==> config.mk <==
export PLATFORM = sky130hd
export DESIGN_NAME = pcie_rx_tlp_parser_flat
export DESIGN_NICKNAME = d
export VERILOG_FILES = /design/src/rtl/pcie_rx_tlp_parser_if.sv /design/src/rtl/pcie_rx_tlp_parser.sv /design/src/flat_wrapper.sv
export SDC_FILE = /design/constraint.sdc
export NUM_CORES = 1
export LEC_CHECK = 0
export CAP_MARGIN = 40
export CORE_UTILIZATION = 46
export DETAILED_ROUTE_END_ITERATION = 6
export GPL_ROUTABILITY_DRIVEN = 0
export HOLD_SLACK_MARGIN = 0.02
export PLACE_DENSITY_LB_ADDON = 0.1
export SKIP_CTS_REPAIR_TIMING = 1
export SLEW_MARGIN = 5
export SYNTH_ARGS = -nofsm -noshare
export SYNTH_HDL_FRONTEND = slang
export SYNTH_SLANG_ARGS = --single-unit
==> constraint.sdc <==
create_clock -name clk -period 3.45 [get_ports clk]
set_clock_uncertainty 0.05 [all_clocks]
set_input_delay 0.5175 -clock clk [delete_from_list [all_inputs] [get_ports clk]]
set_output_delay 0.5175 -clock clk [all_outputs]
set_load 0.02 [all_outputs]
==> src/rtl/pcie_rx_tlp_parser_if.sv <==
// Bundles the bridge Rx stream, write-beat, read-descriptor and status signals of
// pcie_rx_tlp_parser; the parser is the slave, the bridge/consumer side is the master.
interface pcie_rx_tlp_parser_if;
  logic [31:0] i_axis_rx_tdata;
  logic [3:0]  i_axis_rx_tkeep;
  logic        i_axis_rx_tlast;
  logic        i_axis_rx_tvalid;
  logic        o_axis_rx_tready;
  logic [21:0] i_axis_rx_tuser;
  logic [63:0] o_wr_addr;
  logic [31:0] o_wr_data;
  logic [3:0]  o_wr_be;
  logic        o_wr_last;
  logic        o_wr_valid;
  logic        i_wr_ready;
  logic [63:0] o_rd_addr;
  logic [10:0] o_rd_len;
  logic [7:0]  o_rd_tag;
  logic [15:0] o_rd_req_id;
  logic [2:0]  o_rd_tc;
  logic [1:0]  o_rd_attr;
  logic [3:0]  o_rd_first_be;
  logic [3:0]  o_rd_last_be;
  logic        o_rd_valid;
  logic        i_rd_ready;
  logic [6:0]  o_bar_hit;
  logic [15:0] o_drop_count;

  modport slave (
    input  i_axis_rx_tdata, i_axis_rx_tkeep, i_axis_rx_tlast, i_axis_rx_tvalid,
    input  i_axis_rx_tuser, i_wr_ready, i_rd_ready,
    output o_axis_rx_tready, o_wr_addr, o_wr_data, o_wr_be, o_wr_last, o_wr_valid,
    output o_rd_addr, o_rd_len, o_rd_tag, o_rd_req_id, o_rd_tc, o_rd_attr,
    output o_rd_first_be, o_rd_last_be, o_rd_valid, o_bar_hit, o_drop_count
  );

  modport master (
    output i_axis_rx_tdata, i_axis_rx_tkeep, i_axis_rx_tlast, i_axis_rx_tvalid,
    output i_axis_rx_tuser, i_wr_ready, i_rd_ready,
    input  o_axis_rx_tready, o_wr_addr, o_wr_data, o_wr_be, o_wr_last, o_wr_valid,
    input  o_rd_addr, o_rd_len, o_rd_tag, o_rd_req_id, o_rd_tc, o_rd_attr,
    input  o_rd_first_be, o_rd_last_be, o_rd_valid, o_bar_hit, o_drop_count
  );
endinterface

==> src/rtl/pcie_rx_tlp_parser.sv <==
// Rx TLP parser: MWr payload -> addr/data/be beats, MRd -> held descriptor, all else dropped
// and counted. Define RX_TLP_PARSER_64BIT_ADDR_EN to decode 4DW (64-bit address) requests.
module pcie_rx_tlp_parser #(
  parameter logic [6:0] BAR_MASK = 7'h7F
) (
  input logic                  clk,
  input logic                  rst,
  pcie_rx_tlp_parser_if.slave  bus
);
  typedef enum logic [2:0] {S_HDR0, S_HDR1, S_HDR2, S_HDR3, S_DATA, S_RD_HOLD, S_DROP} state_t;

  state_t      state_q, state_d;
  logic [31:0] dw;
  logic        tlast, accept, tready, dw0_ok, fmt_ok, final_beat, drop_inc;
  logic        is_wr_q, is_4dw_q, rd_drop_q, rd_drop_d;
  logic [10:0] len_q, cnt_q;
  logic [2:0]  tc_q;
  logic [1:0]  attr_q;
  logic [15:0] req_id_q, drop_count_q;
  logic [7:0]  tag_q;
  logic [3:0]  first_be_q, last_be_q, wr_be_q;
  logic [63:0] addr_q, wr_addr_q;
  logic [31:0] wr_data_q;
  logic        wr_last_q, wr_valid_q, rd_valid_q;
  logic [6:0]  bar_hit_q;
  logic        unused_ok;

  assign dw    = bus.i_axis_rx_tdata;
  assign tlast = bus.i_axis_rx_tlast;
  assign unused_ok = ^{bus.i_axis_rx_tkeep, bus.i_axis_rx_tuser[21:9]};

`ifdef RX_TLP_PARSER_64BIT_ADDR_EN
  assign fmt_ok = 1'b1;
`else
  assign fmt_ok = ~dw[29];
`endif
  assign dw0_ok = fmt_ok && (dw[28:24] == 5'd0) && !dw[14] && !bus.i_axis_rx_tuser[1] &&
                  !bus.i_axis_rx_tuser[0] && ((bus.i_axis_rx_tuser[8:2] & BAR_MASK) != 7'd0);
  assign final_beat = (cnt_q == len_q - 11'd1);

  always_comb begin
    state_d   = state_q;
    tready    = 1'b0;
    accept    = 1'b0;
    drop_inc  = 1'b0;
    rd_drop_d = rd_drop_q;
    case (state_q)
      S_DATA:    tready = !wr_valid_q || bus.i_wr_ready;
      S_RD_HOLD: tready = 1'b0;
      default:   tready = 1'b1;
    endcase
    if (rst) tready = 1'b0;
    accept = bus.i_axis_rx_tvalid && tready;
    if (accept) begin
      case (state_q)
        S_HDR0: begin
          if (!dw0_ok || tlast) drop_inc = 1'b1;
          if (!tlast) state_d = dw0_ok ? S_HDR1 : S_DROP;
        end
        S_HDR1: begin
          drop_inc = tlast;
          state_d  = tlast ? S_HDR0 : S_HDR2;
        end
        S_HDR2, S_HDR3: begin
          if (state_q == S_HDR2 && is_4dw_q) begin
            drop_inc = tlast;
            state_d  = tlast ? S_HDR0 : S_HDR3;
          end else if (is_wr_q) begin
            drop_inc = tlast;
            state_d  = tlast ? S_HDR0 : S_DATA;
          end else begin
            // A read carrying payload is still served, then its tail is flushed.
            state_d   = S_RD_HOLD;
            rd_drop_d = !tlast;
            drop_inc  = !tlast;
          end
        end
        S_DATA: begin
          if (tlast) begin
            state_d  = S_HDR0;
            drop_inc = !final_beat;
          end else if (final_beat) begin
            state_d = S_DROP;
          end
        end
        S_DROP: if (tlast) state_d = S_HDR0;
        default: ;
      endcase
    end
    if (state_q == S_RD_HOLD && bus.i_rd_ready) begin
      state_d   = rd_drop_q ? S_DROP : S_HDR0;
      rd_drop_d = 1'b0;
    end
  end

  always_ff @(posedge clk) begin
    if (rst) begin
      state_q      <= S_HDR0;
      is_wr_q      <= 1'b0;
      is_4dw_q     <= 1'b0;
      rd_drop_q    <= 1'b0;
      len_q        <= '0;
      cnt_q        <= '0;
      tc_q         <= '0;
      attr_q       <= '0;
      req_id_q     <= '0;
      tag_q        <= '0;
      first_be_q   <= '0;
      last_be_q    <= '0;
      addr_q       <= '0;
      wr_addr_q    <= '0;
      wr_data_q    <= '0;
      wr_be_q      <= '0;
      wr_last_q    <= 1'b0;
      wr_valid_q   <= 1'b0;
      rd_valid_q   <= 1'b0;
      bar_hit_q    <= '0;
      drop_count_q <= '0;
    end else begin
      state_q   <= state_d;
      rd_drop_q <= rd_drop_d;
      if (drop_inc) drop_count_q <= drop_count_q + 16'd1;
      if (wr_valid_q && bus.i_wr_ready) wr_valid_q <= 1'b0;
      if (state_q == S_RD_HOLD && bus.i_rd_ready) rd_valid_q <= 1'b0;
      if (accept && state_d == S_RD_HOLD) rd_valid_q <= 1'b1;
      if (accept) begin
        case (state_q)
          S_HDR0: begin
            bar_hit_q <= bus.i_axis_rx_tuser[8:2];
            is_wr_q   <= dw[30];
            is_4dw_q  <= dw[29];
            tc_q      <= dw[22:20];
            attr_q    <= dw[13:12];
            len_q     <= {(dw[9:0] == 10'd0), dw[9:0]};
          end
          S_HDR1: begin
            req_id_q   <= dw[31:16];
            tag_q      <= dw[15:8];
            last_be_q  <= dw[7:4];
            first_be_q <= dw[3:0];
          end
          S_HDR2: begin
            cnt_q <= '0;
`ifdef RX_TLP_PARSER_64BIT_ADDR_EN
            if (is_4dw_q) addr_q <= {dw, 32'h0};
            else          addr_q <= {32'h0, dw[31:2], 2'b00};
`else
            addr_q <= {32'h0, dw[31:2], 2'b00};
`endif
          end
          S_HDR3: begin
            cnt_q        <= '0;
            addr_q[31:0] <= {dw[31:2], 2'b00};
          end
          S_DATA: begin
            wr_valid_q <= 1'b1;
            wr_data_q  <= dw;
            wr_addr_q  <= addr_q;
            wr_be_q    <= (cnt_q == 11'd0) ? first_be_q : (final_beat ? last_be_q : 4'hF);
            wr_last_q  <= final_beat || tlast;
            cnt_q      <= cnt_q + 11'd1;
`ifdef RX_TLP_PARSER_64BIT_ADDR_EN
            addr_q <= addr_q + 64'd4;
`else
            addr_q <= {32'h0, addr_q[31:0] + 32'd4};
`endif
          end
          default: ;
        endcase
      end
    end
  end

  assign bus.o_axis_rx_tready = tready;
  assign bus.o_wr_addr     = wr_addr_q;
  assign bus.o_wr_data     = wr_data_q;
  assign bus.o_wr_be       = wr_be_q;
  assign bus.o_wr_last     = wr_last_q;
  assign bus.o_wr_valid    = wr_valid_q;
  assign bus.o_rd_addr     = addr_q;
  assign bus.o_rd_len      = len_q;
  assign bus.o_rd_tag      = tag_q;
  assign bus.o_rd_req_id   = req_id_q;
  assign bus.o_rd_tc       = tc_q;
  assign bus.o_rd_attr     = attr_q;
  assign bus.o_rd_first_be = first_be_q;
  assign bus.o_rd_last_be  = last_be_q;
  assign bus.o_rd_valid    = rd_valid_q;
  assign bus.o_bar_hit     = bar_hit_q;
  assign bus.o_drop_count  = drop_count_q;
endmodule

==> src/flat_wrapper.sv <==
// flat-port wrapper written by rule: the top's interface ports become plain ports
module pcie_rx_tlp_parser_flat 
#(
  parameter logic [6:0] BAR_MASK = 7'h7F
)
  (clk, rst, bus_i_axis_rx_tdata, bus_i_axis_rx_tkeep, bus_i_axis_rx_tlast, bus_i_axis_rx_tvalid, bus_i_axis_rx_tuser, bus_i_wr_ready, bus_i_rd_ready, bus_o_axis_rx_tready, bus_o_wr_addr, bus_o_wr_data, bus_o_wr_be, bus_o_wr_last, bus_o_wr_valid, bus_o_rd_addr, bus_o_rd_len, bus_o_rd_tag, bus_o_rd_req_id, bus_o_rd_tc, bus_o_rd_attr, bus_o_rd_first_be, bus_o_rd_last_be, bus_o_rd_valid, bus_o_bar_hit, bus_o_drop_count);
  pcie_rx_tlp_parser_if bus_i ();
  input logic clk;
  input logic rst;
  input wire logic [$bits(bus_i.i_axis_rx_tdata)-1:0] bus_i_axis_rx_tdata;
  input wire logic [$bits(bus_i.i_axis_rx_tkeep)-1:0] bus_i_axis_rx_tkeep;
  input wire logic [$bits(bus_i.i_axis_rx_tlast)-1:0] bus_i_axis_rx_tlast;
  input wire logic [$bits(bus_i.i_axis_rx_tvalid)-1:0] bus_i_axis_rx_tvalid;
  input wire logic [$bits(bus_i.i_axis_rx_tuser)-1:0] bus_i_axis_rx_tuser;
  input wire logic [$bits(bus_i.i_wr_ready)-1:0] bus_i_wr_ready;
  input wire logic [$bits(bus_i.i_rd_ready)-1:0] bus_i_rd_ready;
  output wire logic [$bits(bus_i.o_axis_rx_tready)-1:0] bus_o_axis_rx_tready;
  output wire logic [$bits(bus_i.o_wr_addr)-1:0] bus_o_wr_addr;
  output wire logic [$bits(bus_i.o_wr_data)-1:0] bus_o_wr_data;
  output wire logic [$bits(bus_i.o_wr_be)-1:0] bus_o_wr_be;
  output wire logic [$bits(bus_i.o_wr_last)-1:0] bus_o_wr_last;
  output wire logic [$bits(bus_i.o_wr_valid)-1:0] bus_o_wr_valid;
  output wire logic [$bits(bus_i.o_rd_addr)-1:0] bus_o_rd_addr;
  output wire logic [$bits(bus_i.o_rd_len)-1:0] bus_o_rd_len;
  output wire logic [$bits(bus_i.o_rd_tag)-1:0] bus_o_rd_tag;
  output wire logic [$bits(bus_i.o_rd_req_id)-1:0] bus_o_rd_req_id;
  output wire logic [$bits(bus_i.o_rd_tc)-1:0] bus_o_rd_tc;
  output wire logic [$bits(bus_i.o_rd_attr)-1:0] bus_o_rd_attr;
  output wire logic [$bits(bus_i.o_rd_first_be)-1:0] bus_o_rd_first_be;
  output wire logic [$bits(bus_i.o_rd_last_be)-1:0] bus_o_rd_last_be;
  output wire logic [$bits(bus_i.o_rd_valid)-1:0] bus_o_rd_valid;
  output wire logic [$bits(bus_i.o_bar_hit)-1:0] bus_o_bar_hit;
  output wire logic [$bits(bus_i.o_drop_count)-1:0] bus_o_drop_count;
  assign bus_i.i_axis_rx_tdata = bus_i_axis_rx_tdata;
  assign bus_i.i_axis_rx_tkeep = bus_i_axis_rx_tkeep;
  assign bus_i.i_axis_rx_tlast = bus_i_axis_rx_tlast;
  assign bus_i.i_axis_rx_tvalid = bus_i_axis_rx_tvalid;
  assign bus_i.i_axis_rx_tuser = bus_i_axis_rx_tuser;
  assign bus_i.i_wr_ready = bus_i_wr_ready;
  assign bus_i.i_rd_ready = bus_i_rd_ready;
  assign bus_o_axis_rx_tready = bus_i.o_axis_rx_tready;
  assign bus_o_wr_addr = bus_i.o_wr_addr;
  assign bus_o_wr_data = bus_i.o_wr_data;
  assign bus_o_wr_be = bus_i.o_wr_be;
  assign bus_o_wr_last = bus_i.o_wr_last;
  assign bus_o_wr_valid = bus_i.o_wr_valid;
  assign bus_o_rd_addr = bus_i.o_rd_addr;
  assign bus_o_rd_len = bus_i.o_rd_len;
  assign bus_o_rd_tag = bus_i.o_rd_tag;
  assign bus_o_rd_req_id = bus_i.o_rd_req_id;
  assign bus_o_rd_tc = bus_i.o_rd_tc;
  assign bus_o_rd_attr = bus_i.o_rd_attr;
  assign bus_o_rd_first_be = bus_i.o_rd_first_be;
  assign bus_o_rd_last_be = bus_i.o_rd_last_be;
  assign bus_o_rd_valid = bus_i.o_rd_valid;
  assign bus_o_bar_hit = bus_i.o_bar_hit;
  assign bus_o_drop_count = bus_i.o_drop_count;
  pcie_rx_tlp_parser #(.BAR_MASK(BAR_MASK)) u_core (.clk(clk), .rst(rst), .bus(bus_i));
endmodule
==> reports/metrics.csv <==
stage,metric,value,unit
logic_synthesis,synthArstFlopShare,0,%
die,num_rows,50,
die,start_util,46.8,%
grt,grt_pass1_vias,7721,
die,dieArea,19600,um2
die,die_h,140,um
sta,tightest_slew,0.808,ns
sta,setup_viol,0,
logic_synthesis,yosysWarnings,0,
cts,clk_path_buf_depth,2,
final_layout,nNetsFinal,1405,
cts,worstSkewPairLatency,0.43,ns
logic_synthesis,synthMuxAreaShare,0.586,%
routing,routed_wl,26.3,mm
logic_synthesis,syn_inst,1151,
sta,finalSetupTns,0,ns
placement,dp_hpwl,18.2,mm
sta,fmax,347,MHz
setup_path,slowest_delay,0.49,ns
final_layout,fin_cells,1582,
final_layout,drive_gt1_share,5.19,%
logic_synthesis,synth_area_leaders,"dfxtp_1 (43%), nand2_1 (13%), a21oi_1 (9.9%)",
logic_synthesis,syn-cell-area,8760,um2
logic_synthesis,synth_compound_area_share,20.2,%
setup_path,crit_buf_inv,1,
sta,final_max_slew_viol_count,0,
sta,rsz0062_at_grt,no,
grt,track_usage,26.6,%
setup_path,crit_chain,inv_1 > ha_1 > o21ba_2 > a221oi_1 > o22ai_1 > o31a_1 > o31ai_2 > or3_1 > a21oi_1,
logic_synthesis,avgSynthCellArea,7.61,um2
outcome,status,completed,
die,ios,303,
setup_path,worstSetupPathType,flop to flop,
die,die_w,140,um
sta,fin_crit_sh,83.5,%
logic_synthesis,synth_top_family_by_area,simple AND/OR/NAND/NOR gates,
sta,fin_crit,2.88,ns
setup_path,cp_slowest_cell,o31ai_2,
power,ir_drop,0.444,mV
final_layout,post-route-util,61.4,%
placement,port-buffer-count,217,
logic_synthesis,ys_seq_area_share,42.8,%
power,p_leak,3.94,nW
cts,cts_max_level,4,
routing,drt_pass1_iterations,5,
cts,clkTransAtPathRegs,0.07,ns
cts,clock-sinks,187,
sta,slew_headroom,46.2,%
logic_synthesis,synth-xor-area-share,1.20,%
grt,grt_overflow,0,
routing,routedWlPerCell,16.6,um
logic_synthesis,synth-adder-area-share,0.857,%
placement,placed_cells_incl_taps,1550,
power,power_density,416,nW/um2
setup_path,cp_data_arrival_time,3.12,ns
routing,vias_per_cell,5.40,
routing,route.detailed.drc,0,
final_layout,fill_cells,1706,
final_layout,n_antenna_cell,0,
logic_synthesis,synthDistinctLibCells,69,
die,core,18700,um2
setup_path,crit_path_end_kind,flop,
setup_path,crit_fanout,11,
logic_synthesis,yosysTopAreaCellShare,42.8,%
grt,grt_first_pass_wirelength,41.4,mm
logic_synthesis,synth_common_cells,"nand2_1 (303), dfxtp_1 (187), a21oi_1 (174), buf_4 (68), clkbuf_1 (67)",
routing,drt_iter0_markers,674,
sta,hold_viol,0,
flow_run,drv_cap,0,
grt,antenna_found_initial,0,
setup_path,worstPathRequired,3.68,ns
logic_synthesis,synth_top_flop_cell,dfxtp_1,
grt,grt_max_degree,76,
logic_synthesis,synth_area_leader_cell,dfxtp_1,
logic_synthesis,ys_seq_elements,187,
final_layout,syn_to_final_growth,31.2,%
min_path,hold_path.class,flop to flop,
routing,antenna_left,0,
logic_synthesis,synth.most_common_cell,nand2_1,
cts,clockRootBuffer,clkbuf_16,
logic_synthesis,synth_edf_count,0,
setup_path,crit_family,compound AO/OA/AOI/OAI gates,
logic_synthesis,synth_simple_gate_area_share,24.5,%
cts,cts_buffers,17,
setup_path,crit_path_start_kind,flop,
routing,routed-via-count,8546,
cts,cts_tree,yes,
[kinds of logic after synthesis]
group	after synthesis
xor gates and xnor gates	12
muxes	5
buffers and inverters	155
AOI/OAI and AO/OA	299
DFF	187
adders and majority gates	6
and+or+nand+nor	486
other	1
[placed cells by master (no fill, tap or decap), types with 9 or more instances in the layout]
master,count
conb_1,68
a21oi_1,174
dfxtp_1,187
clkdlybuf4s50_1,216
nand3_1,23
nand4_1,11
nor2_1,59
a211oi_1,14
clkbuf_16,17
buf_4,18
and3_1,9
o21ai_0,33
nor4_1,14
and4_1,9
nand2_1,302
nor3_1,16
inv_1,13
[metal layers]
layer	vias up	part of all wire [%]	GRT usage (%)
met5	-	0	0
met1	4049	43	33.4
met4	0	1.4	7.35
li1	4217	-	-
met2	251	49	44.3
met3	29	6.6	7.97
[tightest hold or removal path, cell delays in order (launching register included)]
cell	delay (ns)
dfxtp_1	0.31
nand2_1	0.05
a21oi_1	0.05
[worst paths after layout]
kind | to | slack, ns | cells after the start | start
hold / removal | u_core.bus.o_wr_data[0] | 0.40 | 2 | u_core.bus.o_wr_data[0]
hold reg to reg | u_core.bus.o_wr_data[0] | 0.40 | 2 | u_core.bus.o_wr_data[0]
setup / recovery | u_core.bus.o_drop_count[12] | 0.57 | 9 | u_core.bus.o_rd_len[0]
setup reg to reg | u_core.bus.o_drop_count[12] | 0.57 | 9 | u_core.bus.o_rd_len[0]
[sequential cells by signal, indices dropped and copies added, names as in the netlist, 2 cells and up]
register	cells
u_core.bus.o_wr_addr	30
u_core.bus.o_rd_len	11
u_core.bus.o_bar_hit	7
u_core.bus.o_wr_be	4
u_core.bus.o_rd_addr	30
u_core.bus.o_rd_first_be	4
u_core.bus.o_rd_last_be	4
u_core.bus.o_drop_count	16
u_core.bus.o_wr_data	32
u_core.state_q	3
u_core.bus.o_rd_tag	8
u_core.bus.o_rd_tc	3
u_core.cnt_q	11
u_core.bus.o_rd_req_id	16
u_core.bus.o_rd_attr	2
[stage by stage]
stage	power [mW]	hold WS (ns)	instance area, um2	worst slack [ns]
after global placement	2.90	0.390	10900	0.415
final	4.78	0.403	11500	0.568
after detailed placement	2.91	0.396	10900	0.401
after CTS	4.81	0.405	11500	0.605
after global routing	4.97	0.416	11500	0.306
after floorplan	2.72	0.417	9010	0.808
[layout make-up]
type	instances	area [um2]	area share [%]
multi-input combinational	876	4420	38.5
sequential	187	3740	32.6
tap	234	293	2.55
inverter	13	48.8	0.425
clock inverter	11	109	0.948
timing repair buffer	240	2410	21.0
clock buffer	21	460	4.01
[power breakdown]
part	switching, mW	total, mW	internal [mW]
clock	0.868	1.91	1.04
sequential	0.0566	2.26	2.20
combinational	0.382	0.611	0.229
No activity file was read; power rests on OpenSTA's default activity.
